## src/rtl/proc_pkg.sv

```systemverilog
// Shared definitions for the processor register-read path.
//   DATA_W        : register / bus data width
//   NUM_REGS_DEF  : default number of readable registers
//   rd_state_e    : reader FSM state encoding
package proc_pkg;
  localparam int DATA_W       = 20;
  localparam int NUM_REGS_DEF = 8;

  typedef enum logic [1:0] {
    IDLE    = 2'd0,
    CAPTURE = 2'd1,
    STALL   = 2'd2,
    HOLD    = 2'd3
  } rd_state_e;
endpackage

```

## src/rtl/reg_sel_mux.sv

```systemverilog
// Combinational NUM_REGS:1 selector over the flattened register file.
//   sel       : register index
//   reg_flat  : reg i at bits [i*DATA_W +: DATA_W]
//   wr_en_vec : per-register write enables
//   data      : selected register value (0 when sel is out of range)
//   pending   : write pending on the selected register (0 when out of range)
//   in_range  : sel < NUM_REGS
module reg_sel_mux #(
  parameter int DATA_W   = 20,
  parameter int NUM_REGS = 8,
  parameter int SEL_W    = 4
) (
  input  logic [SEL_W-1:0]           sel,
  input  logic [NUM_REGS*DATA_W-1:0] reg_flat,
  input  logic [NUM_REGS-1:0]        wr_en_vec,
  output logic [DATA_W-1:0]          data,
  output logic                       pending,
  output logic                       in_range
);
  always_comb begin
    data     = '0;
    pending  = 1'b0;
    in_range = 1'b0;
    for (int i = 0; i < NUM_REGS; i++) begin
      if (sel == SEL_W'(i)) begin
        data     = reg_flat[i*DATA_W +: DATA_W];
        pending  = wr_en_vec[i];
        in_range = 1'b1;
      end
    end
  end
endmodule

```

## src/rtl/reg_bus_reader.sv

```systemverilog
// Read-side companion to the negedge-written enable-write registers.
// Accepts a read request, waits out any write pending on the target
// register, captures its value and holds it on a valid/ready bus.
//   clk, rst_n  : posedge clock, synchronous active-low reset
//   rd_req/rd_sel/rd_ready : request handshake from the control unit
//   reg_flat, wr_en_vec    : register values and their write enables
//   bus_out/bus_valid/bus_ready : result handshake to the ALU/memory bus
//   rd_err   : sticky, an out-of-range index was accepted
//   rd_count : completed bus handshakes, wrapping
module reg_bus_reader #(
  parameter int DATA_W   = proc_pkg::DATA_W,
  parameter int NUM_REGS = proc_pkg::NUM_REGS_DEF,
  parameter int SEL_W    = 4,
  parameter int CNT_W    = 16
) (
  input  logic                       clk,
  input  logic                       rst_n,
  input  logic                       rd_req,
  input  logic [SEL_W-1:0]           rd_sel,
  output logic                       rd_ready,
  input  logic [NUM_REGS*DATA_W-1:0] reg_flat,
  input  logic [NUM_REGS-1:0]        wr_en_vec,
  output logic [DATA_W-1:0]          bus_out,
  output logic                       bus_valid,
  input  logic                       bus_ready,
  output logic                       rd_err,
  output logic [CNT_W-1:0]           rd_count
);
  import proc_pkg::*;

  // One extra bit so NUM_REGS == 2**SEL_W is representable.
  localparam logic [SEL_W:0] NR = (SEL_W+1)'(NUM_REGS);

  rd_state_e          state_q, state_d;
  logic [SEL_W-1:0]   sel_q, sel_d;
  logic [DATA_W-1:0]  bus_out_q, bus_out_d;
  logic               bus_valid_q, bus_valid_d;
  logic               rd_err_q, rd_err_d;
  logic [CNT_W-1:0]   rd_count_q, rd_count_d;

  logic [DATA_W-1:0]  mux_data;
  logic               mux_pending;
  logic               mux_in_range;

  reg_sel_mux #(
    .DATA_W  (DATA_W),
    .NUM_REGS(NUM_REGS),
    .SEL_W   (SEL_W)
  ) u_mux (
    .sel      (sel_q),
    .reg_flat (reg_flat),
    .wr_en_vec(wr_en_vec),
    .data     (mux_data),
    .pending  (mux_pending),
    .in_range (mux_in_range)
  );

  // In HOLD the consumer's ready passes straight through so a new request
  // can be taken on the same edge the current result is accepted.
  assign rd_ready = (state_q == IDLE) || ((state_q == HOLD) && bus_ready);

  logic accept;
  assign accept = rd_req && rd_ready;

  always_comb begin
    state_d     = state_q;
    sel_d       = sel_q;
    bus_out_d   = bus_out_q;
    bus_valid_d = bus_valid_q;
    rd_err_d    = rd_err_q || (accept && ({1'b0, rd_sel} >= NR));
    rd_count_d  = rd_count_q;
    case (state_q)
      IDLE: begin
        if (rd_req) begin
          sel_d   = rd_sel;
          state_d = CAPTURE;
        end
      end
      CAPTURE, STALL: begin
        // Out-of-range never reports pending, so it captures 0 at once.
        if (mux_pending) begin
          state_d = STALL;
        end else begin
          bus_out_d   = mux_in_range ? mux_data : '0;
          bus_valid_d = 1'b1;
          state_d     = HOLD;
        end
      end
      HOLD: begin
        if (bus_ready) begin
          rd_count_d  = rd_count_q + CNT_W'(1);
          bus_valid_d = 1'b0;
          if (rd_req) begin
            sel_d   = rd_sel;
            state_d = CAPTURE;
          end else begin
            state_d = IDLE;
          end
        end
      end
      default: state_d = IDLE;
    endcase
  end

  always_ff @(posedge clk) begin
    if (!rst_n) begin
      state_q     <= IDLE;
      sel_q       <= '0;
      bus_out_q   <= '0;
      bus_valid_q <= 1'b0;
      rd_err_q    <= 1'b0;
      rd_count_q  <= '0;
    end else begin
      state_q     <= state_d;
      sel_q       <= sel_d;
      bus_out_q   <= bus_out_d;
      bus_valid_q <= bus_valid_d;
      rd_err_q    <= rd_err_d;
      rd_count_q  <= rd_count_d;
    end
  end

  assign bus_out   = bus_out_q;
  assign bus_valid = bus_valid_q;
  assign rd_err    = rd_err_q;
  assign rd_count  = rd_count_q;
endmodule

```

## config.mk

```make
export PLATFORM = sky130hd
export DESIGN_NAME = reg_bus_reader
export DESIGN_NICKNAME = d
export VERILOG_FILES = /design/src/rtl/proc_pkg.sv /design/src/rtl/reg_sel_mux.sv /design/src/rtl/reg_bus_reader.sv
export SDC_FILE = /design/constraint.sdc
export NUM_CORES = 1
export LEC_CHECK = 0
export ABC_AREA = 1
export CAP_MARGIN = 40
export CELL_PAD_IN_SITES_DETAIL_PLACEMENT = 0
export CELL_PAD_IN_SITES_GLOBAL_PLACEMENT = 2
export CORE_MARGIN = 2
export CORE_UTILIZATION = 17
export DETAILED_ROUTE_END_ITERATION = 8
export PLACE_DENSITY_LB_ADDON = 0.1
export SLEW_MARGIN = 10
export SYNTH_ARGS = -nofsm -noshare
export SYNTH_HDL_FRONTEND = slang
export SYNTH_SLANG_ARGS = --single-unit
```

## constraint.sdc

```tcl
create_clock -name clk -period 3.5 [get_ports clk]
set_input_delay 0.7 -clock clk [delete_from_list [all_inputs] [get_ports clk]]
set_output_delay 0.7 -clock clk [all_outputs]
set_load 0.05 [all_outputs]
```

==> run metrics <==
Vert. Die Dim=139 µm; fmax=331 MHz; Pleak=around 2.2 nW; Internal=1.60 mW; cell area power density=559 mW/mm²; worst setup path category=input pin to output port; outcome=finished clean; CTS Root Cell=clkbuf_16; Final Cell Area=0.00562 mm²; Synth Area in Compound Gates=approximately 14%; Synth Area in Adders=between 1.5 and 2%; sw power=roughly 1.5 mW; CTS tree=yes; first drt pass iteration count=4; Initial Util=17.3%; Worst Slack Setup Final=around 0.48 ns; post-CTS sizing=0; register bit total from synthesis=44; share of cells above drive strength 1=6.17%; Starting DRT DRC Count=around 110; Synth Area in Simple Gates=between 40% and 50%; worst hold-check path type=register to register; syn_nets=around 700; Synth Flop Type=dfxtp_1; wire length on met2=around 7000 µm; vias per inst=4.21; RSZ-0062 raised after global routing=false; CP endpoint kind=output port; final hold vios=0; switch share=about half; Net count, final=around 910; Inserted Clock Buffers=5; Worst Skew=between 0.005 and 0.006 ns; DRC Markers=0; largest net degree at the start of global routing=25; IO Count=215; Slew @ Worst Pin=~0.81 ns; met3 wire len=between 800 and 900 µm; placed insts=between 900 and 1000; Startpoint Class=input pin; Die Width=139 µm; clock power share=~15%; total power=around 3.1 mW; Max transition margin=46.2%; P&R area growth vs syn=80.8%; syn_area_per_cell=~6 µm²; Non-Filler Instances=~960; core area=roughly 0.018 mm²; Worst-Skew Late Latency=0.29 ns; GPL Wtd Cong=~0.76; Cell Area, Synth=between 0.003 and 0.004 mm²; Synth async-reset ratio=0%; Yosys warnings=0; clk sinks=between 40 and 50; Slew Limit Fails=0; CTS Hold Buffers Added=0; count of cell types in the netlist=30; critical path arrival=around 2.3 ns; peak supply drop=about 0.24 mV; final WL=between 10000 and 15000 µm; antenna violations before repair=0; register share of total power=22.8%; DRT antenna net count=0; ANT cells=0; setup slack at placement=0.477 ns; largest family of logic cells by synthesized area=simple AND/OR/NAND/NOR gates; DP HPWL=11700 µm; Total GRT Usage=between 10% and 20%; Post-synth EDFFs=0; max layer used=met4; critical path fanouts, max=7; vias in the first global route=roughly 4100; mux cell area share after synthesis=0%; area post-placement=~0.0055 mm²; htree depth=2; Vias=4031; max-cap violations=0; wire length of the first global-routing pass=about 23000 µm; Gate power share=62.4%; WL/cell=15.5 µm; Die ar.=about 0.019 mm²; post-synthesis sequential area ratio=between 20% and 30%; PortBufs=214; Post-Synth XOR/XNOR Area=less than 1%; required time of the critical path=approximately 2.8 ns; M1 WL=~6700 µm; number of core rows=49; Tcrit/Tclk final=roughly 86%; post-CTS setup buffer count=0; CTS max path bufs=2; fin crit period=3.02 ns; # setup viols final=0; Synth Instances=between 500 and 600; Fin Setup TNS=0 ns; global route total overflow=0; clock slew at reported path FFs=around 0.06 ns
[layout make-up]
cell class / instances / area [µm²]
clock buffers: 5 / 125
clock inverters: 2 / 12.5
fillers: 1963 / 12300
inverters: 55 / 206
multi-input cells: 402 / 1920
flip-flops and latches: 44 / 881
well taps: 229 / 287
repair buffers: 221 / 2190
[state kept, by name (all words and copies together), names as in the netlist]
signal	count
bus_out	20
bus_valid	1
rd_count	16
rd_err	1
sel_q	4
state_q	2
[worst max-delay path, stage by stage]
cell and delay, ns:
clkdlybuf4s50_1 0.53, nand2_2 0.13, nand2_1 0.13, clkdlybuf4s50_1 0.82
[power by group through the flow]
stage	combinational, mW	clock [mW]	sequential (mW)
after floorplan	0.878	0	1.09
after global placement	2.00	0	0.725
after detailed placement	2.01	0	0.728
after CTS	2.01	0.483	0.718
after global routing	2.18	0.507	0.733
final	1.96	0.463	0.718
[routing by layer]
layer  vias up  global-route usage (%)
li1       2115                       -
met1      1770                    19.4
met2       133                    26.1
met3        13                    2.41
met4         0                    2.82
met5         -                       0
[cell families (layout without fill, tap and decap cells)]
kind of cell,count (synthesis),count (layout)
AO/OA/AOI/OAI,83,83
AND/OR/NAND/NOR,313,313
XOR/XNOR,2,2
adder cells (fa/ha/maj),4,4
flip-flops,44,44
buffers and inverters,77,283
[synth_stat cells (3+ instances only)]
library cell	instances	area, µm²
clkbuf_1	7	26.3
dfxtp_1	44	881
nor3_1	3	15.0
or2_2	11	68.8
nand2_1	155	582
nor2_2	8	50.1
nor2_1	50	188
nor3_2	3	30.0
buf_2	10	50.1
o211ai_1	3	22.5
a21oi_1	58	290
nand3_1	46	230
buf_4	4	30.0
or2_0	8	50.1
inv_2	4	15.0
nand4_1	24	150
o21ai_0	15	75.1
inv_1	49	184
ha_1	4	50.1
[metrics by stage]
| step | util, % | hold slack, ns |
|---|---|---|
| 6_report | 31.3 | 0.463 |
| 5_1_grt | 31.3 | 0.482 |
| 4_1_cts | 31.3 | 0.468 |
| 3_5_place_dp | 30.5 | 0.454 |
| 3_3_place_gp | 30.5 | 0.449 |
| 2_1_floorplan | - | 0.468 |
[layout by cell type (no fill, tap or decap)]
cell	count
a21oi_1	58
a31oi_1	2
buf_4	7
clkbuf_16	5
clkdlybuf4s50_1	214
clkinv_1	2
clkinv_2	1
clkinvlp_4	1
dfxtp_1	44
ha_1	4
inv_1	49
inv_2	4
nand2_1	155
nand2_2	2
nand3_1	46
nand4_1	24
nand4_2	1
nor2_1	50
nor2_2	8
nor3_1	2
nor3_2	3
nor3_4	1
nor3b_1	1
nor4_1	1
o211ai_1	3
o21a_1	2
o21ai_0	15
o21ai_1	2
o21ba_2	1
or2_0	8
or2_2	11
xor2_1	2
[final timing paths]
kind              startpoint    endpoint  slack, ns  cells after the start
setup / recovery   bus_ready    rd_ready       0.48                      4
hold / removal     bus_valid   bus_valid       0.46                      2
setup reg to reg    sel_q[3]  bus_out[9]       0.99                      9
hold reg to reg    bus_valid   bus_valid       0.46                      2
(Power assumes the default switching activity.)
